## src/rtl/instruction_fetch_unit.sv

```systemverilog
// Two-byte instruction fetch: reads PC and PC+1 from byte memory and writes them
// little-endian into the IR. Optional MemRdy timeout is enabled by FETCH_TIMEOUT_EN.
module instruction_fetch_unit #(
   parameter int                    ADDR_WIDTH     = 8,
   parameter logic [ADDR_WIDTH-1:0] RESET_PC       = '0,
   parameter int                    TIMEOUT_CYCLES = 16
) (
   input  logic                  Clock_i,
   input  logic                  Reset_i,
   input  logic                  FetchStart_i,
   input  logic                  PCLoad_i,
   input  logic [ADDR_WIDTH-1:0] PCLoadValue_i,
   input  logic [7:0]            MemData_i,
   input  logic                  MemRdy_i,
   output logic                  MemRead_o,
   output logic [ADDR_WIDTH-1:0] MemAddr_o,
   output logic [7:0]            IRByte_o,
   output logic                  IRWrite_o,
   output logic                  IRLH_o,
   output logic [ADDR_WIDTH-1:0] PC_o,
   output logic                  FetchBusy_o,
   output logic                  FetchDone_o,
   output logic                  FetchErr_o
);

   localparam logic [2:0] S_IDLE  = 3'd0;
   localparam logic [2:0] S_RD_LO = 3'd1;
   localparam logic [2:0] S_WR_LO = 3'd2;
   localparam logic [2:0] S_RD_HI = 3'd3;
   localparam logic [2:0] S_WR_HI = 3'd4;
   localparam logic [2:0] S_DONE  = 3'd5;

   logic [2:0]            state_q, state_d;
   logic [ADDR_WIDTH-1:0] pc_q, pc_d;
   logic [7:0]            ir_byte_q, ir_byte_d;
   logic                  in_rd;

   assign in_rd = (state_q == S_RD_LO) || (state_q == S_RD_HI);

`ifdef FETCH_TIMEOUT_EN
   localparam int              WCW       = $clog2(TIMEOUT_CYCLES + 1);
   localparam logic [WCW-1:0]  WAIT_LAST = WCW'(TIMEOUT_CYCLES - 1);

   logic [ADDR_WIDTH-1:0] start_pc_q, start_pc_d;
   logic [WCW-1:0]        wait_q, wait_d;
   logic                  err_q, err_d;

   // Counter is zero in every non-read state, so it starts clean on each RD entry.
   assign wait_d = (in_rd && !MemRdy_i) ? wait_q + WCW'(1) : '0;
`endif

   always_comb begin
      state_d   = state_q;
      pc_d      = pc_q;
      ir_byte_d = ir_byte_q;
`ifdef FETCH_TIMEOUT_EN
      start_pc_d = start_pc_q;
      err_d      = 1'b0;
`endif
      case (state_q)
         S_IDLE: begin
            if (PCLoad_i) begin
               pc_d = PCLoadValue_i;
            end else if (FetchStart_i) begin
`ifdef FETCH_TIMEOUT_EN
               start_pc_d = pc_q;
`endif
               state_d = S_RD_LO;
            end
         end
         S_RD_LO, S_RD_HI: begin
            if (MemRdy_i) begin
               ir_byte_d = MemData_i;
               state_d   = (state_q == S_RD_LO) ? S_WR_LO : S_WR_HI;
            end
`ifdef FETCH_TIMEOUT_EN
            else if (wait_q == WAIT_LAST) begin
               err_d   = 1'b1;
               pc_d    = start_pc_q;
               state_d = S_IDLE;
            end
`endif
         end
         S_WR_LO: begin
            pc_d    = pc_q + ADDR_WIDTH'(1);
            state_d = S_RD_HI;
         end
         S_WR_HI: begin
            pc_d    = pc_q + ADDR_WIDTH'(1);
            state_d = S_DONE;
         end
         default: state_d = S_IDLE;
      endcase
   end

   always_ff @(posedge Clock_i) begin
      if (Reset_i) begin
         state_q   <= S_IDLE;
         pc_q      <= RESET_PC;
         ir_byte_q <= '0;
`ifdef FETCH_TIMEOUT_EN
         start_pc_q <= RESET_PC;
         wait_q     <= '0;
         err_q      <= 1'b0;
`endif
      end else begin
         state_q   <= state_d;
         pc_q      <= pc_d;
         ir_byte_q <= ir_byte_d;
`ifdef FETCH_TIMEOUT_EN
         start_pc_q <= start_pc_d;
         wait_q     <= wait_d;
         err_q      <= err_d;
`endif
      end
   end

   assign MemRead_o   = in_rd;
   assign MemAddr_o   = pc_q;
   assign IRByte_o    = ir_byte_q;
   assign IRWrite_o   = (state_q == S_WR_LO) || (state_q == S_WR_HI);
   assign IRLH_o      = (state_q == S_WR_HI);
   assign PC_o        = pc_q;
   assign FetchBusy_o = (state_q != S_IDLE);
   assign FetchDone_o = (state_q == S_DONE);
`ifdef FETCH_TIMEOUT_EN
   assign FetchErr_o  = err_q;
`else
   assign FetchErr_o  = 1'b0;
`endif

endmodule

```

## config.mk

```make
export PLATFORM = sky130hd
export DESIGN_NAME = instruction_fetch_unit
export DESIGN_NICKNAME = d
export VERILOG_FILES = /design/src/rtl/instruction_fetch_unit.sv
export SDC_FILE = /design/constraint.sdc
export NUM_CORES = 1
export LEC_CHECK = 0
export CAP_MARGIN = 20
export CORE_AREA = 3 3 69 71
export CTS_CLUSTER_DIAMETER = 40
export CTS_CLUSTER_SIZE = 20
export DETAILED_ROUTE_END_ITERATION = 8
export DIE_AREA = 0 0 72 74
export DONT_BUFFER_PORTS = 1
export SYNTH_ARGS = -nofsm -noshare
export SYNTH_HDL_FRONTEND = slang
export SYNTH_SLANG_ARGS = --single-unit
```

## constraint.sdc

```tcl
create_clock -name Clock_i -period 1.49 [get_ports Clock_i]
set_input_delay 0.298 -clock Clock_i [delete_from_list [all_inputs] [get_ports Clock_i]]
set_output_delay 0.298 -clock Clock_i [all_outputs]
set_load 0.05 [all_outputs]
```

[Word-level counts from Yosys, hierarchy flattened]
Index checks and enable logic that the tools add are counted.
Storage, ports and cells
  flip-flop bits (word level): 19
  input port bits: 21
  output and inout port bits: 30
  word-level logic and storage cells: 30
Operators by class
  add/sub/neg operators: 1
  equal/unequal tests: 9
  multiplexer cells: 7
  reduce and logical (&&, ||, !) cells: 10
Operator list (count)
  8-bit one-hot mux with 2 select lines: 1
  3-bit two-way mux: 4
  3-bit one-hot mux with 4 select lines: 1
  8-bit by 1-bit adder with 8-bit output, second input constant: 1
  8-bit two-way mux: 1
  2-bit inequality test, second input constant: 4
  3-bit by 2-bit equality test with 1-bit output, second input constant: 2
  3-bit equality test, second input constant: 2
  2-bit AND reduction: 2
  2-bit OR reduction: 2
  3-bit by 1-bit equality test with 1-bit output, second input constant: 1
  3-bit zero test: 1
  3-bit AND reduction: 1
  3-bit nonzero test: 1
  1-bit logical OR: 2
  2-bit nonzero test: 1

[Depth between registers and ports, before layout]
Gate-level depths: netlist (run 1).
  depth after elaboration: 4
  gate-level depth with buffers: 5
  gate-level depth less buffers: 5

[Worst setup path before layout (run 1)]
No wires, ideal clock.
  path type: register -> output
  start: register state_q[2]
  end: output port IRLH_o
  arrival time: 1.879 ns
  data required time: 1.192 ns
  setup slack: -0.687 ns
  cell stages (with the launch flop): 4
  buffers on the path: 2
  cells stage by stage: dfxtp_1 buf_2 buf_2 nor3b_1
On the way
  cells in the longest elaborated chain, start to end: 1
Ends and longest elaborated chain
  from (decl): line 33  | logic [2:0] state_q, state_d;
  from (signal assigned): line 107  | state_q <= state_d;
  3-bit equality test: line 122  | assign IRLH_o = (state_q == S_WR_HI);
  to (decl): line 19  | output logic IRLH_o,
Every way passes these cells.

[Worst setup path in the final report (run 1)]
  start: register state_q[1]
  end: output port IRWrite_o
On the way
  cells in the longest elaborated chain, start to end: 2
  elaborated cells on any way between the ends: 3
  classes of those cells: eq/ne (2); reduce/logical (1)
Ends and longest elaborated chain
  3-bit by 2-bit equality test with 1-bit output or 3-bit equality test (tied branches): line 121  | assign IRWrite_o = (state_q == S_WR_LO) || (state_q == S_WR_HI);
  1-bit logical OR (*): line 121
  to (decl): line 18  | output logic IRWrite_o,
Mark *: on every way between the ends. The rest lies on a longest branch, timed or not.

==> reports/results.txt, run 1 <==
post-detailed-route via-to-cell ratio - 4.99
dominant synthesized flop cell - dfxtp_1
shortest clock period the worst path allows after layout - 1530 ps
clock network latency to the later pin of the worst-skew pair - 260 ps
TritonRoute pass-1 iters - 4
number of different library cells in the post-synthesis netlist - 37
port bufs - 0
synthesized netlist net count - 156
total of hold buffers inserted after clock tree synthesis - 0
die extent in y - 74 µm
final-report setup violation count - 2
number of buffers on the longest clock path - 2
count of flip-flops with a built-in enable after synthesis - 0
Static Leak - 0.511 nW
global-route wire length before repair - 4690 µm
post-synthesis cell count - 134
count of pins on the block boundary - 51
total count of hold-check failures in the final report - 0
final weighted congestion in routability-driven placement - 0.815
level count of the clock H-tree - 1
antenna viol nets, final - 0
ANT cells - 0
final routed wire length divided by cell count - 14.0 µm
clock tree from TritonCTS - built
total vias in the final route - 1002
fraction of layout cells with a size suffix above 1 - 0.342
final max-slew violation count - 0
effective utilization at floorplan - 0.244
worst min-delay path class - in2reg
Synth async-reset ratio - 0
First DRT Iteration DRCs - 65
placeable core area - 4290 µm²
wire length reported by the detailed router - 2810 µm
final setup TNS - -56.0 ps
CTS Sinks - 19
nature of the critical path endpoint - output port
data required time at the worst endpoint - 1190 ps
Layout Nets - 172
post-layout instance area - 1400 µm²
result of the run - complete, but fails checks
worst-case headroom to the max-slew limit - 0.657
cell-by-cell trace of the critical path - xnor2_4 -> buf_6 -> nor2_4 -> buf_12
R2R setup slack - 120 ps
DRC Markers - 0
initial antenna violation count - 0
Worst Skew - 4.36 ps
via count of the first global-routing pass - 1000
YS warnings - 0
worst setup slack after layout - -36.6 ps
Netlist Area Pre-Place - 1050 µm²
clock transition time at the flip-flop clock pins of the worst setup and hold paths - 80 ps
Slew @ Worst Pin - 515 ps
WS Path Type - reg2out
half-perimeter wire length after placement - 2130 µm
count of state elements after synthesis - 19
largest net degree at the start of global routing - 19
unrepaired setup endpoints after global routing - true
Max Cap Violations - 0
global-route usage over all layers - 0.111
peak clock frequency supported by timing - 0.655 GHz
Area Overhead vs Synth - 33.1%
WP data arrival - 1230 ps
crit-path max FO - 5
row count - 24
root buf cell - clkbuf_8
Tot Pwr - 1.54 mW
cell with the largest stage delay on the worst path - dfxtp_4
clock buffers created by TritonCTS - 3
Die Span X - 72 µm
Power Density - 1100 nW/µm²
violations in the final reports - negative setup slack
final core area utilization - 0.325
remaining global-route overflow - 0
sequential-to-total area share from yosys stat - 0.362
post-synthesis area per instance - 7.83 µm²
part of the cycle the worst path needs - 1.02
peak supply drop - 568 µV
Post-DP Area - 1260 µm²
full die area - 5330 µm²
critical path startpoint category - flip-flop
critical path's largest stage delay - 380 ps
[placed cells by master, fill, tap and decap left out, types with 2 or more instances in the layout]
cell type  instances
o31a_1             2
buf_4             21
nor2_1             8
a211oi_1           5
buf_6              3
nand3_1            2
dfxtp_4            3
mux2i_1            2
inv_1              3
clkbuf_8           3
a21oi_1           14
o221ai_1           2
dfxtp_1           10
nand2_1           22
o21ai_0            3
nor3_1             6
nor4_2             2
nand2b_1           3
dfxtp_2            6
buf_12             3
[cell type report]
class	instances	area (µm²)
multi-input combinational	95	621
tap	52	65.1
sequential	19	399
inverter	4	15.0
fill	448	2900
clock buffer	3	41.3
timing repair buffer	27	251
clock inverter	1	5.00
[cell families (layout without fill, tap and decap cells)]
| logic type | after synthesis | count (layout) | share of synthesized area |
|---|---|---|---|
| simple gates | 56 | 56 | 0.274 |
| other cells | 1 | 1 | 0.00357 |
| compound gates | 32 | 32 | 0.197 |
| fa+ha+maj | 1 | 1 | 0.0119 |
| buf+inv | 20 | 35 | 0.107 |
| xor+xnor | 3 | 3 | 0.0250 |
| mux | 2 | 2 | 0.0191 |
| flops | 19 | 19 | 0.362 |
[stage by stage]
stage,instances,setup slack [ps],hold slack [ps]
6_report,201,-36.6,96.6
5_1_grt,201,-80.7,81.2
3_5_place_dp,194,75.8,365
4_1_cts,198,-99.0,85.7
3_3_place_gp,194,27.2,367
2_1_floorplan,134,1.77,434
[worst max-delay path, delay by kind of cell (launching register included)]
family                 cells  cell delay, ps
buffers and inverters      2             280
XOR/XNOR                   1             150
AND/OR/NAND/NOR            1             150
flip-flops                 1             380
[routing by layer]
layer | share of wire | global-route usage
met1 | 0.43 | 0.135
met2 | 0.47 | 0.180
met3 | 0.096 | 0.0500
met4 | 0.0025 | 0.0271
met5 | 0 | 0
[worst paths after layout]
path / startpoint / end / cells past startpoint
setup / recovery: state_q[1] / IRWrite_o / 4
hold / removal: Reset_i / IRByte_o[1] / 1
setup reg to reg: state_q[1] / MemAddr_o[3] / 6
hold reg to reg: MemAddr_o[6] / MemAddr_o[6] / 2
[state kept, by name, summed over array words and instances, names as in the netlist]
signal,count
state_q,3
MemAddr_o,8
IRByte_o,8
[synthesized netlist by cell type (all sizes together) (2+ instances only)]
| library cell | n | area (µm²) |
|---|---|---|
| nand2 | 22 | 82.6 |
| dfxtp | 19 | 380 |
| a21oi | 15 | 75.1 |
| buf | 13 | 86.3 |
| nor2 | 10 | 40.0 |
| nor3 | 7 | 35.0 |
| a211oi | 5 | 37.5 |
| inv | 4 | 15.0 |
| clkbuf | 3 | 11.3 |
| nand2b | 3 | 18.8 |
| o21ai | 3 | 15.0 |
| mux2i | 2 | 20.0 |
| nand3 | 2 | 10.0 |
| nor2b | 2 | 12.5 |
| nor4 | 2 | 25.0 |
| o221ai | 2 | 17.5 |
| o31a | 2 | 17.5 |
| xnor2 | 2 | 17.5 |
[where the power goes]
part / internal, mW / total [mW] / switching (mW)
registers: 0.550 / 0.632 / 0.0815
logic: 0.183 / 0.547 / 0.364
clock network: 0.186 / 0.365 / 0.179
total: 0.919 / 1.54 / 0.625
[timing repair]
item | CTS | global route
endpoints found under the setup margin | 4 | 16
resized for setup | 3 | 14
pin swaps | 0 | 3
buffers inserted | 0 | 3
(Power assumes the default switching activity.)
==> run 2, diff against run 1 <==
--- a/config.mk
+++ b/config.mk
@@ -5,12 +5,13 @@
 export SDC_FILE = /design/constraint.sdc
 export NUM_CORES = 1
 export LEC_CHECK = 0
+export ABC_AREA = 1
 export CAP_MARGIN = 20
-export CORE_AREA = 3 3 69 71
+export CORE_AREA = 3 3 71 73
 export CTS_CLUSTER_DIAMETER = 40
 export CTS_CLUSTER_SIZE = 20
 export DETAILED_ROUTE_END_ITERATION = 8
-export DIE_AREA = 0 0 72 74
+export DIE_AREA = 0 0 74 76
 export DONT_BUFFER_PORTS = 1
 export SYNTH_ARGS = -nofsm -noshare
 export SYNTH_HDL_FRONTEND = slang
==> run 2 against run 1 <==
Non-clock buffer count fell by 9. Highest routed layer is now met3. The run now ends clean. Worst setup slack improved by 130 ps. Largest power group is now combinational cells. Fmax up 9.0%. Critical endpoint unchanged.
==> reports/results.txt, run 2 <==
result of the run - finished, final reports clean
effective utilization at floorplan - 0.249 (+0.00469)
final routed wire length divided by cell count - 12.2 µm (-13%)
peak supply drop - 1030 µV (+81%)
top cells by area in the synthesized netlist - dfxtp_1, nand2_1, nand3_1
unrepaired setup endpoints after global routing - false
TritonRoute pass-1 iters - 4 (unchanged)
global-route usage over all layers - 0.100 (-0.0104)
remaining global-route overflow - 0 (unchanged)
total of hold buffers inserted after clock tree synthesis - 0 (unchanged)
WP data arrival - 1100 ps (-130 ps)
critical path startpoint - state_q[0]
area of the multi-input gates - 569 µm² (-8.3%)
routing usage on met2 - 0.168 (-0.0120)
port bufs - 0 (unchanged)
final weighted congestion in routability-driven placement - 0.804 (-1.3%)
area leader, netlist - dfxtp_1
final-report setup violation count - 0 (-2)
clock tree from TritonCTS - built
crit-path max FO - 9 (+4)
sequential-to-total area share from yosys stat - 0.346 (-0.0165)
Max Cap Violations - 0 (unchanged)
final core area utilization - 0.297 (-0.0287)
P_sw - 1.91 mW (+210%)
part of the cycle the worst path needs - 0.940 (-0.0850)
global-route wire length before repair - 4560 µm (-2.8%)
cell count of the worst reg-to-reg path - 6 (unchanged)
Synth async-reset ratio - 0 (unchanged)
Power Density - 2570 nW/µm² (+130%)
worst hold start - Reset_i
fraction of layout cells with a size suffix above 1 - 0.251 (-0.0909)
post-detailed-route via-to-cell ratio - 4.48 (-10%)
antenna viol nets, final - 0 (unchanged)
root buf cell - clkbuf_8
logic depth of the worst setup path including buffers - 4 (unchanged)
CTS Sinks - 19 (unchanged)
nature of the critical path endpoint - output port
count of pins on the block boundary - 51 (unchanged)
met3 Usage GRT - 0.0435 (-0.00646)
Worst Skew - 3.87 ps (-0.497 ps)
First DRT Iteration DRCs - 40 (-38%)
Buffers & Inverters on Critical Path - 2 (unchanged)
final setup TNS - 0 ps (+56.0 ps)
hold_ws - 93.8 ps (-2.77 ps)
Setup crit end - IRWrite_o
cell-by-cell trace of the critical path - inv_4 -> nand2_4 -> nor2_4 -> buf_12
largest net degree at the start of global routing - 13 (-6)
count of state elements after synthesis - 19 (unchanged)
Netlist Area Pre-Place - 1100 µm² (+4.8%)
DRC Markers - 0 (unchanged)
clock buffers created by TritonCTS - 3 (unchanged)
Layout Nets - 198 (+15%)
Int Pwr - 1.47 mW (+60%)
GR peak layer - met2
half-perimeter wire length after placement - 2140 µm (+0.73%)
Area Overhead vs Synth - 19.1%
Synth top cells by count - nand2_1, dfxtp_1, nand3_1
register area - 389 µm² (-2.5%)
shortest clock period the worst path allows after layout - 1400 ps (-127 ps)
most frequent cells in the layout - nand2_1, nand3_1, inv_1
R2R Path Start - state_q[2]
clock network latency to the later pin of the worst-skew pair - 260 ps (about the same)
peak clock frequency supported by timing - 0.714 GHz (+9.0%)
dominant synthesized flop cell - dfxtp_1
number of buffers on the longest clock path - 2 (unchanged)
number of different library cells in the post-synthesis netlist - 24 (-35%)
net switching fraction of the power - 0.565 (+0.160)
row count - 24 (unchanged)
worst min-delay path class - in2reg
post-synthesis area per instance - 6.63 µm² (-15%)
placeable core area - 4410 µm² (+2.8%)
worst setup slack after layout - 90.0 ps (+127 ps)
share of total power in the clock network - 0.112 (-0.124)
count of flip-flops with a built-in enable after synthesis - 0 (unchanged)
ANT cells - 0 (unchanged)
initial antenna violation count - 0 (unchanged)
cell depth of the worst min-delay path - 1 (unchanged)
synthesized netlist net count - 188 (+21%)
post-synthesis cell count - 166 (+24%)
capture point of the worst reg-to-reg path - state_q[1]
critical path startpoint category - flip-flop
R2R setup slack - 230 ps (+110 ps)
wire length reported by the detailed router - 2770 µm (-1.3%)
total count of hold-check failures in the final report - 0 (unchanged)
final max-slew violation count - 0 (unchanged)
top-count cell post-synth - nand2_1
family with the most delay on the worst path - flip-flops
Slew @ Worst Pin - 535 ps (+20.2 ps)
YS warnings - 0 (unchanged)
level count of the clock H-tree - 1 (unchanged)
commonest non-fill, non-tap cell in the layout - nand2_1
global-route track usage on met1 - 0.120 (-0.0148)
worst slack at placement - 237 ps (+161 ps)
clock transition time at the flip-flop clock pins of the worst setup and hold paths - 80 ps (about the same)
via count of the first global-routing pass - 1015 (+1.5%)
Static Leak - 0.562 nW (+9.9%)
cell with the largest stage delay on the worst path - dfxtp_4
Seq pwr share - 0.274 (-0.135)
full die area - 5620 µm² (+5.6%)
count of filler cells inserted in the layout - 487 (+8.7%)
share of the synthesized area in the top cell type - 0.346 (-0.0165)
critical path's largest stage delay - 370 ps (about the same)
combinational share of power - 0.613 (+0.259)
worst-case headroom to the max-slew limit - 0.643 (-0.0135)
total vias in the final route - 1016 (+1.4%)
die extent in y - 76 µm (+2.7%)
Die Span X - 74 µm (+2.8%)
data required time at the worst endpoint - 1190 ps (about the same)
WS Path Type - reg2out
[run 2: area by class of cell]
| class | instances | share of cell area |
|---|---|---|
| clock inverters | 1 | 0.00573 |
| inverters | 18 | 0.0535 |
| multi-input cells | 116 | 0.435 |
| well taps | 52 | 0.0497 |
| flip-flops and latches | 19 | 0.297 |
| clock buffers | 3 | 0.0315 |
| repair buffers | 18 | 0.128 |
[run 2: routing by layer]
layer	wire length, µm	vias up
li1	-	538
met1	1220	437
met2	1290	41
met3	262	0
met4	0	0
met5	0	-
[run 2: metrics by stage]
stage | instance area, µm² | instances | power (mW)
after CTS | 1270 | 224 | 3.32
after global placement | 1220 | 220 | 2.92
final | 1310 | 227 | 3.37
after global routing | 1310 | 227 | 3.61
after floorplan | 1110 | 166 | 2.58
after detailed placement | 1220 | 220 | 2.93
[run 2: worst min-delay path by stage]
| stage | end | slack (ps) |
|---|---|---|
| after floorplan | state_q[2] | 380 |
| after global placement | IRByte_o[0] | 370 |
| after detailed placement | IRByte_o[3] | 370 |
| after CTS | IRByte_o[2] | 90 |
| after global routing | IRByte_o[1] | 80 |
| final | IRByte_o[3] | 90 |
[run 2: cell families (layout without fill, tap and decap cells)]
kind of cell	after synthesis	count (layout)	synth area share
AOI/OAI and AO/OA	27	27	0.140
other	1	1	0.00341
DFF	19	19	0.346
and+or+nand+nor	86	86	0.344
xor gates and xnor gates	1	1	0.00797
buffers and inverters	31	40	0.148
adders and majority gates	1	1	0.0114
[run 2: power by group through the flow]
| stage | Sequential, mW | Clock, mW | Combinational (mW) |
|---|---|---|---|
| global route | 0.953 | 0.410 | 2.25 |
| floorplan | 1.20 | 0 | 1.38 |
| CTS | 0.911 | 0.383 | 2.02 |
| detailed placement | 0.921 | 0 | 2.01 |
| global placement | 0.922 | 0 | 2.00 |
| finish | 0.926 | 0.378 | 2.07 |
[run 2: worst register-to-register path, stage by stage (launching register included)]
cell and delay (ps):
dfxtp_2 350, inv_1 160, nand3_2 120, o21ai_0 320, nand2_1 90, nand2_1 70, nor2_1 50
[run 2: timing repair]
| item | in CTS | in global routing |
|---|---|---|
| setup endpoints to repair | 1 | 4 |
| resized for setup | 3 | 7 |
| pin swaps | 0 | 1 |
| setup buffers | 0 | 3 |
==> run 3, diff against run 2 <==
--- a/config.mk
+++ b/config.mk
@@ -13,6 +13,8 @@
 export DETAILED_ROUTE_END_ITERATION = 8
 export DIE_AREA = 0 0 74 76
 export DONT_BUFFER_PORTS = 1
+export REMOVE_ABC_BUFFERS = 1
+export SETUP_SLACK_MARGIN = 0.4
 export SYNTH_ARGS = -nofsm -noshare
 export SYNTH_HDL_FRONTEND = slang
 export SYNTH_SLANG_ARGS = --single-unit
==> run 3 against run 2 <==
Worst setup slack better by 28 ps. Total power up 27%. Sequential cell count unchanged. First-iteration DRC count increased by 140%. Register-to-register slack got worse by 50 ps. Critical endpoint unchanged. Largest power group unchanged.
==> reports/results.txt, run 3 (synthesis gave the netlist of run 2 again) <==
peak supply drop - 936 µV (-9.1%)
count of filler cells inserted in the layout - 442 (-9.2%)
final setup TNS - 0 ps (unchanged)
full die area - 5620 µm² (unchanged)
row count - 24 (unchanged)
effective utilization at floorplan - 0.249 (unchanged)
shortest clock period the worst path allows after layout - 1370 ps (-27.9 ps)
most frequent cells in the layout - nand2_1, nand3_1, buf_4
Worst Skew - 4.10 ps (+0.235 ps)
final weighted congestion in routability-driven placement - 0.786 (-2.3%)
peak clock frequency supported by timing - 0.729 GHz (+2.0%)
ANT cells - 0 (unchanged)
via count of the first global-routing pass - 1136 (+12%)
Area Overhead vs Synth - 63.1%
Layout Nets - 216 (+9.1%)
final routed wire length divided by cell count - 13.6 µm (+11%)
antenna viol nets, final - 0 (unchanged)
remaining global-route overflow - 0 (unchanged)
CTS Sinks - 19 (unchanged)
clock network latency to the later pin of the worst-skew pair - 260 ps (about the same)
clock transition time at the flip-flop clock pins of the worst setup and hold paths - 80 ps (about the same)
final max-slew violation count - 0 (unchanged)
root buf cell - clkbuf_8
unrepaired setup endpoints after global routing - true
total of hold buffers inserted after clock tree synthesis - 0 (unchanged)
port bufs - 0 (unchanged)
register area - 434 µm² (+12%)
critical path startpoint category - flip-flop
hold_ws - 81.9 ps (-11.8 ps)
data required time at the worst endpoint - 1190 ps (about the same)
post-detailed-route via-to-cell ratio - 4.66 (+4.1%)
WS Path Type - reg2out
fraction of layout cells with a size suffix above 1 - 0.528 (+0.277)
initial antenna violation count - 0 (unchanged)
clock buffers created by TritonCTS - 3 (unchanged)
Static Leak - 0.747 nW (+33%)
nature of the critical path endpoint - output port
crit-path max FO - 4 (-5)
wire length reported by the detailed router - 3330 µm (+20%)
Die Span X - 74 µm (unchanged)
area of the multi-input gates - 722 µm² (+27%)
global-route wire length before repair - 5150 µm (+13%)
global-route usage over all layers - 0.115 (+0.0147)
placeable core area - 4410 µm² (unchanged)
total vias in the final route - 1141 (+12%)
Power Density - 2390 nW/µm² (-7.0%)
worst min-delay path class - in2reg
result of the run - finished, final reports clean
die extent in y - 76 µm (unchanged)
clock tree from TritonCTS - built
largest net degree at the start of global routing - 13 (unchanged)
total count of hold-check failures in the final report - 0 (unchanged)
WP data arrival - 1070 ps (-30 ps)
final-report setup violation count - 0 (unchanged)
part of the cycle the worst path needs - 0.921 (-0.0187)
TritonRoute pass-1 iters - 4 (unchanged)
count of pins on the block boundary - 51 (unchanged)
First DRT Iteration DRCs - 97 (+140%)
half-perimeter wire length after placement - 1990 µm (-6.8%)
number of buffers on the longest clock path - 2 (unchanged)
commonest non-fill, non-tap cell in the layout - nand2_1
Max Cap Violations - 0 (unchanged)
level count of the clock H-tree - 1 (unchanged)
DRC Markers - 0 (unchanged)
[run 3: timing repair]
item,CTS,global route
cloned,0,1
setup buffers,12,7
endpoints found under the setup margin,47,40
gates resized for setup,70,56
pin swaps,4,8
[run 3: per-layer routing]
metal	vias up	share of wire	global-route usage
li1	578	-	-
met1	511	0.41	0.147
met2	48	0.49	0.178
met3	4	0.097	0.0528
met4	0	0.0051	0.0199
met5	-	0	0
[run 3: critical path, stage by stage (launching register included)]
cell and delay [ps]:
dfxtp_4 390, nand2_4 70, nand2_4 60, nor2_4 130, buf_8 160
[run 3: through the flow]
step	util	power [mW]	instances	worst slack (ps)	instance area (µm²)
3_5_place_dp	0.270	2.83	221	243	1190
3_3_place_gp	0.270	2.82	221	240	1190
4_1_cts	0.346	3.82	237	119	1530
6_report	0.406	4.30	245	118	1790
2_1_floorplan	-	2.39	153	-505	1000
5_1_grt	0.406	4.59	245	65.8	1790
[run 3: final timing paths]
path / start / endpoint / slack (ps) / cells after the start
worst max-delay path: state_q[2] / IRWrite_o / 120 / 4
worst min-delay path: Reset_i / IRByte_o[0] / 80 / 1
worst min register to register: MemAddr_o[1] / MemAddr_o[1] / 590 / 2
worst max register to register: state_q[2] / MemAddr_o[5] / 180 / 10
[run 3: report_power, final]
part | internal (mW) | leakage (nW) | switching (mW)
Sequential | 0.724 | 0.167 | 0.307
Combinational | 1.20 | 0.555 | 1.70
Clock | 0.186 | 0.0255 | 0.180
[run 3: cell type report]
class | instances | share of cell area
Inverter | 18 | 0.0460
Clock buffer | 3 | 0.0230
Tap cell | 52 | 0.0363
Sequential cell | 19 | 0.242
Clock inverter | 1 | 0.00279
Timing Repair Buffer | 36 | 0.248
Multi-Input combinational cell | 116 | 0.402
